[src/rtl/rom_loader.sv]
// rom_loader
//   Turns the HPS ioctl download stream into the dn_* ROM-upload bus used by
//   the system top. A combined image (file index 0) is split into the
//   pgrom/chrom/palrom/spriterom regions; files with index 1..3 go straight
//   to the matching region. The CPU is held in reset for the whole load plus
//   RESET_HOLD cycles, and ioctl_wait throttles the HPS after every
//   accepted byte.
//
// Optional feature: define ROM_LOADER_CHECKSUM_EN to build the additive
//   checksum of forwarded bytes. Without it, checksum is tied to 8'h00.
//
// Parameters
//   RESET_HOLD  cycles cpu_reset stays high after ioctl_download falls (>=1)
//   WR_GAP      cycles ioctl_wait stays high after each accepted write
//
// Ports
//   clk_sys         in   system clock
//   reset           in   asynchronous active-high reset
//   ioctl_download  in   HPS download in progress
//   ioctl_wr        in   one-cycle byte strobe
//   ioctl_addr      in   [24:0] byte address within the file
//   ioctl_dout      in   [7:0] byte data
//   ioctl_index     in   [7:0] file index
//   ioctl_wait      out  stall request to the HPS
//   dn_addr         out  [16:0] region-relative byte address
//   dn_data         out  [7:0] byte data
//   dn_wr           out  one-cycle write strobe
//   dn_index        out  [7:0] region: 0 pgrom, 1 chrom, 2 palrom, 3 spriterom
//   cpu_reset       out  CPU/system reset request
//   load_done       out  high from end of settle until the next download
//   drop_cnt        out  [15:0] discarded bytes, saturating
//   checksum        out  [7:0] additive checksum of forwarded bytes
//   state_dbg       out  [1:0] FSM state (0 IDLE, 1 LOAD, 2 SETTLE, 3 DONE)
//
// Handshake: a byte is taken when ioctl_wr=1 in a cycle where the FSM is in
// LOAD, ioctl_download=1 and ioctl_wait=0. Anything else on ioctl_wr is
// ignored and not counted. dn_wr is high for exactly the following cycle.
module rom_loader #(
  parameter int RESET_HOLD = 16,
  parameter int WR_GAP     = 2
) (
  input  logic        clk_sys,
  input  logic        reset,
  input  logic        ioctl_download,
  input  logic        ioctl_wr,
  input  logic [24:0] ioctl_addr,
  input  logic [7:0]  ioctl_dout,
  input  logic [7:0]  ioctl_index,
  output logic        ioctl_wait,
  output logic [16:0] dn_addr,
  output logic [7:0]  dn_data,
  output logic        dn_wr,
  output logic [7:0]  dn_index,
  output logic        cpu_reset,
  output logic        load_done,
  output logic [15:0] drop_cnt,
  output logic [7:0]  checksum,
  output logic [1:0]  state_dbg
);

  localparam int HW = (RESET_HOLD < 2) ? 1 : $clog2(RESET_HOLD);
  localparam int GW = (WR_GAP < 2) ? 1 : $clog2(WR_GAP + 1);
  localparam logic [HW-1:0] HOLD_LAST = HW'(RESET_HOLD - 1);
  localparam logic [GW-1:0] GAP_LOAD  = GW'(WR_GAP);

  typedef enum logic [1:0] {
    S_IDLE   = 2'd0,
    S_LOAD   = 2'd1,
    S_SETTLE = 2'd2,
    S_DONE   = 2'd3
  } state_t;

  state_t        state, state_n;
  logic [HW-1:0] hold_cnt;
  logic [GW-1:0] gap_cnt;
  logic          accept;
  logic          start_load;
  logic          hit;
  logic [7:0]    map_idx;
  logic [16:0]   map_addr;

  always_ff @(posedge clk_sys or posedge reset) begin
    if (reset) state <= S_IDLE;
    else       state <= state_n;
  end

  always_comb begin
    state_n = state;
    case (state)
      S_IDLE:   if (ioctl_download) state_n = S_LOAD;
      S_LOAD:   if (!ioctl_download) state_n = S_SETTLE;
      S_SETTLE: begin
        if (ioctl_download)            state_n = S_LOAD;
        else if (hold_cnt == HOLD_LAST) state_n = S_DONE;
      end
      S_DONE:   if (ioctl_download) state_n = S_LOAD;
      default:  state_n = S_IDLE;
    endcase
  end

  assign state_dbg  = state;
  assign cpu_reset  = (state != S_DONE);
  assign load_done  = (state == S_DONE);
  assign ioctl_wait = (state == S_LOAD) && (gap_cnt != '0);

  // A write coinciding with the falling edge of ioctl_download is dropped on
  // the floor because ioctl_download must still be high to accept.
  assign accept     = (state == S_LOAD) && ioctl_download && ioctl_wr && !ioctl_wait;
  assign start_load = ((state == S_IDLE) || (state == S_DONE)) && ioctl_download;

  // Address decode for the combined image and the per-region files.
  always_comb begin
    hit      = 1'b0;
    map_idx  = 8'd0;
    map_addr = 17'd0;
    case (ioctl_index)
      8'd0: begin
        if (ioctl_addr[24:15] == 10'd0) begin          // 0x00000-0x07FFF
          hit      = 1'b1;
          map_idx  = 8'd0;
          map_addr = ioctl_addr[16:0];
        end else if (ioctl_addr[24:11] == 14'h0010) begin // 0x08000-0x087FF
          hit      = 1'b1;
          map_idx  = 8'd1;
          map_addr = {6'd0, ioctl_addr[10:0]};
        end else if (ioctl_addr[24:5] == 20'h00800) begin // 0x10000-0x1001F
          hit      = 1'b1;
          map_idx  = 8'd2;
          map_addr = {12'd0, ioctl_addr[4:0]};
        end else if (ioctl_addr[24:11] == 14'h0022) begin // 0x11000-0x117FF
          hit      = 1'b1;
          map_idx  = 8'd3;
          map_addr = {6'd0, ioctl_addr[10:0]};
        end
      end
      8'd1, 8'd2, 8'd3: begin
        if (ioctl_addr[24:17] == 8'd0) begin
          hit      = 1'b1;
          map_idx  = ioctl_index;
          map_addr = ioctl_addr[16:0];
        end
      end
      default: hit = 1'b0;
    endcase
  end

  // Hold counter only runs while staying in SETTLE; any exit clears it.
  always_ff @(posedge clk_sys or posedge reset) begin
    if (reset)                                        hold_cnt <= '0;
    else if ((state == S_SETTLE) && (state_n == S_SETTLE)) hold_cnt <= hold_cnt + 1'b1;
    else                                              hold_cnt <= '0;
  end

  always_ff @(posedge clk_sys or posedge reset) begin
    if (reset)                 gap_cnt <= '0;
    else if (state != S_LOAD)  gap_cnt <= '0;
    else if (accept)           gap_cnt <= GAP_LOAD;
    else if (gap_cnt != '0)    gap_cnt <= gap_cnt - 1'b1;
  end

  always_ff @(posedge clk_sys or posedge reset) begin
    if (reset) begin
      dn_wr    <= 1'b0;
      dn_addr  <= 17'd0;
      dn_data  <= 8'd0;
      dn_index <= 8'd0;
    end else begin
      dn_wr <= accept && hit;
      if (accept && hit) begin
        dn_addr  <= map_addr;
        dn_data  <= ioctl_dout;
        dn_index <= map_idx;
      end
    end
  end

  always_ff @(posedge clk_sys or posedge reset) begin
    if (reset)                                      drop_cnt <= 16'd0;
    else if (start_load)                            drop_cnt <= 16'd0;
    else if (accept && !hit && (drop_cnt != 16'hFFFF)) drop_cnt <= drop_cnt + 16'd1;
  end

`ifdef ROM_LOADER_CHECKSUM_EN
  logic [7:0] sum_q;

  always_ff @(posedge clk_sys or posedge reset) begin
    if (reset)           sum_q <= 8'd0;
    else if (start_load) sum_q <= 8'd0;
    else if (dn_wr)      sum_q <= sum_q + dn_data;
  end

  assign checksum = sum_q;
`else
  assign checksum = 8'h00;
`endif

endmodule

[config.mk]
export PLATFORM = sky130hd
export DESIGN_NAME = rom_loader
export DESIGN_NICKNAME = d
export VERILOG_FILES = /design/src/rtl/rom_loader.sv
export SDC_FILE = /design/constraint.sdc
export NUM_CORES = 1
export LEC_CHECK = 0
export ABC_AREA = 1
export BUFFER_PORTS_ARGS = -buffer_cell sky130_fd_sc_hd__buf_4
export CAP_MARGIN = 20
export CORE_ASPECT_RATIO = 0.75
export CORE_MARGIN = 3
export CORE_UTILIZATION = 50
export CTS_BUF_LIST = sky130_fd_sc_hd__clkbuf_8
export CTS_CLUSTER_DIAMETER = 80
export DETAILED_ROUTE_END_ITERATION = 10
export PLACE_DENSITY = 0.84
export SYNTH_ARGS = -nofsm -noshare
export SYNTH_HDL_FRONTEND = slang
export SYNTH_SLANG_ARGS = --single-unit
export TNS_END_PERCENT = 10
[constraint.sdc]
create_clock -name clk_sys -period 5.46 [get_ports clk_sys]
set_clock_uncertainty 0.15 [all_clocks]
set_input_delay 0.546 -clock clk_sys [delete_from_list [all_inputs] [get_ports clk_sys]]
set_output_delay 0.546 -clock clk_sys [all_outputs]
set_load 0.02 [all_outputs]
# Word level (Yosys, flattened, before mapping)
# Cells that the tools add are included.
# word_totals
inputBits	45
word_cells	75
regBits	58
output_inout_bits	63
# op_classes
n_eq_ne	14
n_reduce_logical	21
n_mux	29
add_sub_neg	3
# ops
op	n
2-to-1 mux 17 bit	2
case mux 17 bit (2 select lines)	1
2-to-1 mux 11 bit	3
2-to-1 mux 16 bit	2
2-to-1 mux 2 bit	11
== test 20 x 12 -> 1 bit (second input constant)	1
adder 16 x 1 -> 16 bit (second input constant)	1
== test 8 x 2 -> 1 bit (second input constant)	2
logical NOT 8 bit	2
inequality test 16 bit (second input constant)	1
case mux 8 bit (2 select lines)	1
== test 14 x 5 -> 1 bit (second input constant)	1
== test 14 x 6 -> 1 bit (second input constant)	1
logical NOT 10 bit	1
logical AND 1 bit	9
== test 8 x 1 -> 1 bit (second input constant)	1
2-to-1 mux 8 bit	1
== test 2 bit (second input constant)	3
case mux 2 bit (3 select lines)	1
2-to-1 mux 1 bit	5
adder 4 x 1 -> 4 bit (second input constant)	1
== test 4 bit (second input constant)	1
2-to-1 mux 4 bit	1
nonzero test 2 bit	2
11 further kinds	12

# Longest topological paths before layout
# Gate-level depths: netlist of run 1.
# depth
ltp_word	11
mapped_depth	13
ltp_nobuf	12

# Worst setup path after synthesis of run 1
# No wires, ideal clock.
# synth_timing
kind	reg2reg
startpoint	register state[1] (netlist: state_dbg[1])
endpoint	register drop_cnt[6]
required_ps	5191
setup_ps	119
setup_slack_ps	3374
period_less_slack_ps	2086
path_buffers	1
arrival_ps	1818
stages_incl_launch_ff	9
path_cell_list	dfrtp_1 -> inv_1 -> ha_1 -> nand4_1 -> nor2_2 -> nand3_4 -> buf_6 -> nand3_1 -> nand2_1
# synth_via
elab_chain_cells	7
word_cells_on_any_way	14
classes_between	eq/ne: 2; mux: 1; reduce/logical: 11
# synth_rtl
item	line	text
start, declared	73	state_t state, state_n;
start signal, assigned	84	else state <= state_n;
== test 2 x 1 -> 1 bit	104, 108	
logical AND 1 bit, on equally long branches	108, 104	
logical AND 1 bit or logical NOT 1 bit (tied branches)	108	assign accept = (state == S_LOAD) && ioctl_download && ioctl_wr && !ioctl_wait;
logical AND 1 bit	108	
logical AND 1 bit (2 in series)	180	else if (accept && !hit && (drop_cnt != 16'hFFFF)) drop_cnt <= drop_cnt + 16'd1;
nonzero test 2 bit (no source line)	-	
end signal, assigned	180	
end, declared	56	output logic [15:0] drop_cnt,
# Parallel ways exist; a longest one is shown, timed or not.
# A chain may end at the register's enable or synchronous reset.

# Worst setup path in the final report of run 1
# layout_timing
startpoint	register state[1] (netlist: state_dbg[1])
endpoint	register drop_cnt[11]
# The elaborated chain is that of the path after synthesis.

==> out/results.ini, run 1 <==
[critical_path]
crit_path_end_kind = flop
rrSetupSlack_ps = 2890
reg2regPathDepth = 7
r2r-start = state_dbg[1]
cp_data_arrival_time_ps = 2640
criticalPathCategory = flop to flop
cp_max_fo = 17
rr_endpoint = drop_cnt[11]
crit_required_ps = 5530
cp-start-kind = flop

[sta]
rsz0062_at_grt = no
slew-limit-headroom_pct = 33.8
max_freq_ghz = 0.389
period_needed_ps = 2570
setup_tns_ps = 0
hold_viol = 0
slew_viol_final = 0
worst_pin_slew_ps = 991
setup_viol = 0
period_share_pct = 47.1

[drt]
vias = 3031
via_per_inst = 5.10
drtIter0Drc = 170
wire_per_inst_um = 13.1
dr.pass1.iters = 4
detail-route-antenna-nets = 0
detail_route.wirelength_um = 7800
drc = 0

[synth]
yosysSeqAreaShare_pct = 45.4
synth_area_um2 = 3200
avgSynthCellArea_um2 = 7.78
syn_inst = 411
ys_ff_latch = 58
synth_xor_area_share_pct = 3.29
synth_mux_area_share_pct = 0
synth_compound_area_share_pct = 2.35
synth_top_family_by_area = simple AND/OR/NAND/NOR gates
synth_cell_types = 32
synth-simple-area-share_pct = 36.6
yosysWarnings = 0
yosys.area_share.adder_pct = 2.35

[cts]
root_buffer = clkbuf_8
clk_latency_ps = 330
clockBufferDepth = 2
cts_hold_buf = 0
cts_made_buffers = 9
postCtsSetupBuffers = 0
cts_tree = yes
cts_resized = 0
clk_pin_slew_ps = 70
cts.sinks = 58
h-tree-depth = 3

[floorplanning]
initial_core_util_pct = 53.3
core_um2 = 6010
die_y_um = 75.3
ios = 108
row_count = 24
design.die.area_um2 = 7400
die_w_um = 98.4

[final_layout]
drive_gt1_share_pct = 25.2
nNetsFinal = 562
diodes = 0
area_growth_pct = 30.8
final_cell_mix = nand2_1 (132), buf_4 (100), dfrtp_1 (58)
layout_commonest_cell = nand2_1

[power_and_ir_drop]
vdd_drop_max_uv = 237
p_leak_nw = 2.40
power_density_nw_per_um2 = 289
totalPowerFinal_mw = 1.21

[hold_path]
hp-class = primary input to flop
worstHoldEndpoint = dn_data[5]
holdCritStartpoint = ioctl_dout[5]
hold_depth = 3

[grt]
grt_pass1_wl_um = 13100
grt_pass1_vias = 2809
grt_overflow = 0
grt_use_total_pct = 22.1
antenna_found_initial = 0
grt_start_max_net_pins = 59

[placed_design]
dpl.hpwl_um = 5700
gp_congestion = 0.908
io_buffers = 99

[job]
maxCapViolations = 0

[outcome]
status = finished clean

flip-flops by register name, indices dropped and copies added (netlist names):
name and cells:
gap_cnt 2, dn_addr 17, dn_wr 1, dn_index 8
state_dbg 2, dn_data 8, hold_cnt 4, drop_cnt 16
power by group:
group	leakage, nW	internal [mW]	switching [mW]
Clock	0.129	0.326	0.169
Sequential	0.776	0.448	0.0168
Combinational	1.49	0.0828	0.168
Total	2.40	0.857	0.353
cells by family after synthesis:
family / count (synthesis)
AND/OR/NAND/NOR: 257
buffers and inverters: 65
flip-flops: 58
AO/OA/AOI/OAI: 12
XOR/XNOR: 12
adder cells (fa/ha/maj): 6
other: 1
how the worst max path moves through the flow:
stage | from | to | slack (ps) | cells after the start
final | state_dbg[1] | drop_cnt[11] | 2890 | 7
after detailed placement | state_dbg[1] | drop_cnt[11] | 2880 | 7
after CTS | state_dbg[1] | drop_cnt[11] | 2890 | 7
after floorplan | reset | dn_addr[0] | 3340 | 1
after global routing | state_dbg[1] | drop_cnt[6] | 2630 | 7
after global placement | state_dbg[1] | drop_cnt[14] | 3010 | 7
stage by stage:
step / std cells / area, µm² / util, % / setup WS (ps) / hold WS, ps
6_report: 594 / 4190 / 69.7 / 2890 / 255
5_1_grt: 594 / 4190 / 69.7 / 2630 / 244
4_1_cts: 594 / 4190 / 69.7 / 2890 / 235
3_5_place_dp: 578 / 3930 / 65.5 / 2880 / 316
3_3_place_gp: 578 / 3930 / 65.5 / 3010 / 303
2_1_floorplan: 418 / 3230 / - / 3340 / 283
area by class of cell:
class                   instances  area (µm²)
clock inverters                 5         100
inverters                      47         176
fillers                       497        1820
flip-flops and latches         58        1450
well taps                      78        97.6
repair buffers                100         751
clock buffers                  11         151
multi-input cells             295        1460
routing by layer:
metal	part of all wire, %	wire [µm]	track usage, %	vias to the layer above
met5	0	0	0	-
met4	1.3	99	7.27	0
met3	7.4	574	5.28	10
met2	48	3720	36.0	119
met1	44	3410	29.6	1411
li1	-	-	-	1491
critical path, cell delays in order (launching register included):
cell     delay [ps]
dfrtp_1         420
inv_1            90
ha_1            220
nand4_1         330
nor2_2          720
nand3_4         300
nand3_1         150
nand2_1          90
synthesized netlist by cell type:
library cell / number / area (µm²)
nor3_1: 7 / 35.0
clkinv_1: 1 / 3.75
nor2_8: 1 / 20.0
or2_4: 1 / 8.76
inv_1: 45 / 169
buf_4: 9 / 67.6
dfrtp_1: 58 / 1450
conb_1: 1 / 3.75
nand2_4: 2 / 22.5
a31oi_1: 1 / 6.26
inv_2: 1 / 3.75
xor2_1: 11 / 96.3
nand3_4: 1 / 17.5
buf_6: 5 / 56.3
nor2_2: 2 / 12.5
a21oi_1: 1 / 5.00
nor3_4: 1 / 16.3
o31ai_1: 2 / 15.0
o21ai_0: 6 / 30.0
xnor2_1: 1 / 8.76
ha_1: 6 / 75.1
o211ai_1: 1 / 7.51
nor2_1: 48 / 180
a21boi_2: 1 / 11.3
nor2_4: 3 / 33.8
nand3b_1: 1 / 7.51
buf_2: 1 / 5.00
nand3_1: 32 / 160
buf_1: 1 / 3.75
clkbuf_1: 2 / 7.51
nand2_1: 132 / 495
nand4_1: 26 / 163
Note: power is estimated with default switching activity, not from simulation.
==> run 2: changes to the inputs <==
ABC_AREA = 0   (was 1)
PLACE_DENSITY = 0.85   (was 0.84)
clock period = 2.6 ns   (was 5.46 ns; I/O delays follow)
==> out/results.ini, run 2 <==
[final_layout]
final.fill_count = 402  ; -19%
nNetsFinal = 456  ; -19%
diodes = 0  ; unchanged
final_core_util_pct = 74.2  ; +4.5 points
final_cells = 485  ; -18%
area_growth_pct = 36.7
reg_top3 = dn_addr (17), drop_cnt (16)
largest_reg_flops = 17  ; unchanged
top_register = dn_addr
drive_gt1_share_pct = 35.4  ; +10 points
final_cell_mix = buf_4 (106), dfrtp_1 (58), inv_1 (28)
fin_area_um2 = 4170  ; -0.48%
layout_commonest_cell = buf_4

[synth]
ys_ff_latch = 58  ; unchanged
synth-simple-area-share_pct = 18.1  ; -19 points
synth_async_sr_flop_share_pct = 100  ; unchanged
synth_area_um2 = 3050  ; -4.7%
synth_xor_area_share_pct = 0.575  ; -2.7 points
synth_top_area_share_pct = 47.6  ; +2.3 points
synth.most_common_cell = dfrtp_1
yosysTopAreaCell = dfrtp_1
synth_compound_area_share_pct = 10.7  ; +8.4 points
synthFlopType = dfrtp_1
yosys-top-cells-area = dfrtp_1 (48%), mux2i_1 (6.6%), mux2_4 (4.9%), inv_1 (3.4%), nand2_1 (3.2%)
synth_top_family_by_area = simple AND/OR/NAND/NOR gates
synth_top_cells_by_count = dfrtp_1 (58), inv_1 (28), nand2_1 (26)
syn_inst = 289  ; -30%
yosys.area_share.adder_pct = 2.46  ; +0.12 points
synth-edff-count = 0  ; unchanged
yosysWarnings = 0  ; unchanged
synth_cell_types = 51  ; +59%
synth_mux_area_share_pct = 13.0  ; +13 points
avgSynthCellArea_um2 = 10.5  ; +35%
yosysSeqAreaShare_pct = 47.6  ; +2.3 points

[critical_path]
criticalPathCategory = flop to flop
crit_required_ps = 2710  ; -2820 ps
rrSetupSlack_ps = 200  ; -2680 ps
cp_common_cell = inv_1
crit_path_end_kind = flop
slowest_delay_ps = 560  ; -160 ps
cp.depth = 7  ; unchanged
critPathTopFamily = simple AND/OR/NAND/NOR gates
cp_data_arrival_time_ps = 2510  ; -130 ps
cp-start-kind = flop
crit_chain = inv_1 -> ha_1 -> nand4_1 -> inv_1 -> o221ai_2 -> or4_1 -> a21oi_1
path_buf_inv = 2  ; +1
cp_slowest_cell = or4_1
reg2regPathDepth = 7  ; unchanged
cp_max_fo = 16  ; -1

[sta]
period_needed_ps = 2400  ; -176 ps
slew_viol_final = 0  ; unchanged
worst_pin_slew_ps = 727  ; -264 ps
hold_viol = 0  ; unchanged
period_share_pct = 92.2  ; +45 points
setup_viol = 0  ; unchanged
slew-limit-headroom_pct = 51.4  ; +18 points
setup_tns_ps = 0  ; unchanged
max_freq_ghz = 0.417  ; +7.3%
rsz0062_at_grt = no

[power_and_ir_drop]
totalPowerFinal_mw = 2.46  ; +100%
p_leak_nw = 2.18  ; -9.2%
power_density_nw_per_um2 = 591  ; +100%
vdd_drop_max_uv = 305  ; +29%

[cts]
clk_pin_slew_ps = 70  ; about the same
cts_made_buffers = 9  ; unchanged
root_buffer = clkbuf_8
cts_tree = yes
clockBufferDepth = 2  ; unchanged
cts.sinks = 58  ; unchanged
clk_latency_ps = 330  ; about the same
h-tree-depth = 3  ; unchanged

[drt]
drc = 0  ; unchanged
vias = 2609  ; -14%
detail-route-antenna-nets = 0  ; unchanged
detail_route.wirelength_um = 7840  ; +0.49%
drtIter0Drc = 168  ; -1.2%
wire_per_inst_um = 16.2  ; +23%
via_per_inst = 5.38  ; +5.4%
dr.pass1.iters = 4  ; unchanged

[floorplanning]
initial_core_util_pct = 54.3  ; +1.0 points
design.die.area_um2 = 7080  ; -4.4%
row_count = 23  ; -4.2%
die_w_um = 96.2  ; -2.2%
die_y_um = 73.6  ; -2.2%
ios = 108  ; unchanged
core_um2 = 5610  ; -6.6%

[placed_design]
dpl.hpwl_um = 5780  ; +1.5%
gp_congestion = 0.819  ; -9.7%
io_buffers = 99  ; unchanged
placed_area_um2 = 3840  ; -2.3%
post-place-cells = 459  ; -21%

[grt]
grt_start_max_net_pins = 36  ; -39%
grt_pass1_vias = 2709  ; -3.6%
grt_use_total_pct = 24.0  ; +1.9 points
antenna_found_initial = 0  ; unchanged
grt_overflow = 0  ; unchanged
grt_pass1_wl_um = 12900  ; -1.5%

[hold_path]
hp-class = primary input to flop
hold_depth = 2  ; -1

[job]
maxCapViolations = 0  ; unchanged

[outcome]
status = finished clean

## run 2: cell count changes after synthesis, sizes merged, moves of 9 or more
cell / change
a21oi: +9
inv: -18
mux2: +14
mux2i: +20
nand2: -108
nand2b: +9
nand3: -25
nand4: -18
nor2: -44
xor2: -10
## run 2: stage by stage
step | setup slack, ps | hold slack (ps)
global route | 14.7 | 4.20
global placement | 319 | 280
CTS | 144 | 0.402
finish | 204 | 18.3
detailed placement | 170 | 281
floorplan | 514 | 243
## run 2: final cells by class
class                      count  area (µm²)  area share [%]
sequential                    58        1450            34.8
clock buffer                  10         138            3.30
inverter                      28         105            2.52
timing repair buffer         116         896            21.5
clock inverter                 6        81.3            1.95
multi-input combinational    192        1400            33.6
tap                           75        93.8            2.25
## run 2: worst register-to-register path, cell delays in order, from the launching register on
cell and delay, ps:
dfrtp_1 440, inv_1 80, ha_1 270, nand4_1 220, inv_1 190, o221ai_2 270, or4_1 560, a21oi_1 150
## run 2: logic make-up after synthesis
family,Yosys count
flops,58
xor+xnor,2
other cells,1
mux,34
buf+inv,46
compound gates,45
fa+ha+maj,6
simple gates,97
## run 2: repair_timing
action | 4_1_cts | 5_1_grt
hold buffers | 10 | 0
resized for setup | 0 | 2
setup endpoints to repair | 0 | 2
endpoints found under the hold margin | 42 | 0
buffers inserted | 0 | 0
## run 2: worst paths after layout
check | from | to
setup reg to reg | state_dbg[1] | drop_cnt[3]
hold / removal | ioctl_dout[1] | dn_data[1]
hold reg to reg | hold_cnt[0] | hold_cnt[0]
min in group asynchronous | reset | dn_data[4]
setup / recovery | state_dbg[1] | drop_cnt[3]
max in group asynchronous | reset | dn_addr[7]
## run 2: power by group
group | internal [mW] | leakage (nW) | switching (mW)
sequential | 0.941 | 0.749 | 0.0430
combinational | 0.228 | 1.32 | 0.334
clock | 0.558 | 0.113 | 0.359
## run 2: per-layer routing
| layer | routed length (µm) | global-route usage (%) | vias to the layer above |
|---|---|---|---|
| met5 | 0 | 0 | - |
| met2 | 3920 | 38.8 | 109 |
| li1 | - | - | 1238 |
| met1 | 3280 | 31.0 | 1255 |
| met3 | 568 | 6.86 | 7 |
| met4 | 73 | 8.04 | 0 |
==> run 3: changes to the inputs <==
--- a/config.mk
+++ b/config.mk
@@ -17,2 +17,3 @@
 export PLACE_DENSITY = 0.85
+export SETUP_SLACK_MARGIN = 0.05
 export SYNTH_ARGS = -nofsm -noshare
==> constraint.sdc (replaced) <==
create_clock -name clk_sys -period 2.6 [get_ports clk_sys]
set_clock_uncertainty 0.15 [all_clocks]
set_input_delay 0.13 -clock clk_sys [delete_from_list [all_inputs] [get_ports clk_sys]]
set_output_delay 0.13 -clock clk_sys [all_outputs]
set_load 0.02 [all_outputs]
==> out/results.ini, run 3 (synthesis results as in run 2) <==
[grt]
antenna_found_initial = 0  ; unchanged
grt_use_total_pct = 23.8  ; -0.20 points
grt_overflow = 0  ; unchanged
use_met2_pct = 40.2  ; +1.4 points
grt_pass1_vias = 2657  ; -1.9%
grt-busiest-layer = met2
met1_usage_pct = 30.1  ; -0.86 points
grt_util_met3_pct = 6.86  ; unchanged
grt_pass1_wl_um = 12800  ; -0.80%
grt_start_max_net_pins = 31  ; -14%

[hold_path]
hp-class = primary input to flop
hold_depth = 4  ; +2

[floorplanning]
ios = 108  ; unchanged
design.die.area_um2 = 7080  ; unchanged
core_um2 = 5610  ; unchanged
die_w_um = 96.2  ; unchanged
row_count = 23  ; unchanged
initial_core_util_pct = 54.3  ; unchanged
die_y_um = 73.6  ; unchanged

[sta]
period_share_pct = 94.7  ; +2.5 points
worst_pin_slew_ps = 664  ; -62.9 ps
slew-limit-headroom_pct = 55.7  ; +4.3 points
rsz0062_at_grt = yes
period_needed_ps = 2460  ; +64.9 ps
max_freq_ghz = 0.406  ; -2.6%
hold_viol = 0  ; unchanged
fin_hold_ws_ps = 35.5  ; +17.1 ps
slew_viol_final = 0  ; unchanged
setup_viol = 0  ; unchanged
setup_tns_ps = 0  ; unchanged
setup_ws_ps = 139  ; -64.9 ps

[cts]
postCtsSetupBuffers = 0  ; unchanged
cts_made_buffers = 9  ; unchanged
root_buffer = clkbuf_8
cts.sinks = 58  ; unchanged
h-tree-depth = 3  ; unchanged
cts_tree = yes
clockBufferDepth = 2  ; unchanged
clk_latency_ps = 330  ; about the same
clk_pin_slew_ps = 70  ; about the same

[critical_path]
cp_max_fo = 29  ; +13
reg2regPathDepth = 7  ; unchanged
slowest_delay_ps = 540  ; -20 ps
cp_slowest_cell = dlygate4sd3_1
cp_data_arrival_time_ps = 2560  ; +50 ps
crit_path_end_kind = flop
crit_chain = dlygate4sd3_1 -> buf_4 -> nor4_4 -> a21oi_1 -> o211ai_4 -> nand3_4 -> buf_4 -> mux2i_1
cp-start-kind = primary input
criticalPathCategory = primary input to flop
crit_required_ps = 2690  ; -20 ps
cp_common_cell = buf_4

[placed_design]
dpl.hpwl_um = 5500  ; -5.0%
gp_congestion = 0.794  ; -3.1%
dp_slack_ps = 257  ; +86.3 ps
io_buffers = 99  ; unchanged
post-place-cells = 457  ; -0.44%

[power_and_ir_drop]
totalPowerFinal_mw = 2.42  ; -1.8%
vdd_drop_max_uv = 292  ; -4.3%
p_leak_nw = 2.25  ; +3.4%
power_density_nw_per_um2 = 557  ; -5.9%

[final_layout]
area_growth_pct = 42.6
final_cells = 502  ; +3.5%
top_register = dn_addr
nNetsFinal = 473  ; +3.7%
reg_top3 = dn_addr (17), drop_cnt (16)
diodes = 0  ; unchanged
largest_reg_flops = 17  ; unchanged
final_cell_mix = buf_4 (103), dfrtp_1 (58), dlygate4sd3_1 (29)
drive_gt1_share_pct = 33.7  ; -1.6 points
layout_commonest_cell = buf_4

[job]
maxCapViolations = 0  ; unchanged

[drt]
dr.pass1.iters = 4  ; unchanged
wire_per_inst_um = 16.3  ; +0.82%
vias = 2717  ; +4.1%
drc = 0  ; unchanged
drtIter0Drc = 142  ; -15%
via_per_inst = 5.41  ; +0.61%
detail-route-antenna-nets = 0  ; unchanged
detail_route.wirelength_um = 8180  ; +4.3%

[outcome]
status = finished clean

==> run 3: cell count changes in the layout (fill, tap and decap cells not counted), sizes merged <==
| cell | previous run | this run |
|---|---|---|
| dlygate4sd3 | 10 | 29 |
| buf | 106 | 104 |
| bufinv | 2 | 1 |
| clkbuf | 10 | 11 |
| clkinv | 2 | 3 |
| inv | 29 | 28 |
==> run 3: per-layer routing <==
metal | wire (µm) | part of all wire (%)
met5 | 0 | 0
met4 | 100 | 1.2
met3 | 502 | 6.1
met2 | 4150 | 51
met1 | 3430 | 42
==> run 3: layout make-up <==
cell class,count,area [µm²]
Multi-Input combinational cell,192,1410
Tap cell,75,93.8
Timing Repair Buffer,133,1080
Inverter,28,105
Clock buffer,11,151
Sequential cell,58,1450
Fill cell,366,1270
Clock inverter,5,52.6
==> run 3: worst paths after layout <==
kind / start / to / slack (ps)
worst max-delay path: ioctl_addr[5] / dn_addr[11] / 140
worst min-delay path: ioctl_index[1] / dn_index[1] / 40
worst max register to register: state_dbg[1] / drop_cnt[5] / 240
worst min register to register: hold_cnt[0] / hold_cnt[0] / 320
max in group asynchronous: reset / drop_cnt[9] / 1430
min in group asynchronous: reset / dn_addr[6] / 280
==> run 3: critical path, delay by kind of cell <==
family          cells  cell delay (ps)
mux                 1              170
buf+inv             3             1030
simple gates        2              730
compound gates      2              480
==> run 3: power breakdown <==
group          internal (mW)  leakage [nW]  switching [mW]
sequential             0.941         0.749          0.0409
clock                  0.490         0.105           0.373
combinational          0.246          1.40           0.328
total                   1.68          2.25           0.742
==> run 3: timing repair <==
item	CTS	global route
hold endpoints to repair	55	0
resized for setup	0	2
hold buffers	29	0
setup endpoints to repair	0	7
==> run 3: per-stage QoR <==
stage | area (µm²) | utilization (%)
floorplan | 3070 | -
global placement | 3840 | 68.5
detailed placement | 3840 | 68.5
CTS | 4340 | 77.3
global route | 4350 | 77.4
finish | 4350 | 77.4
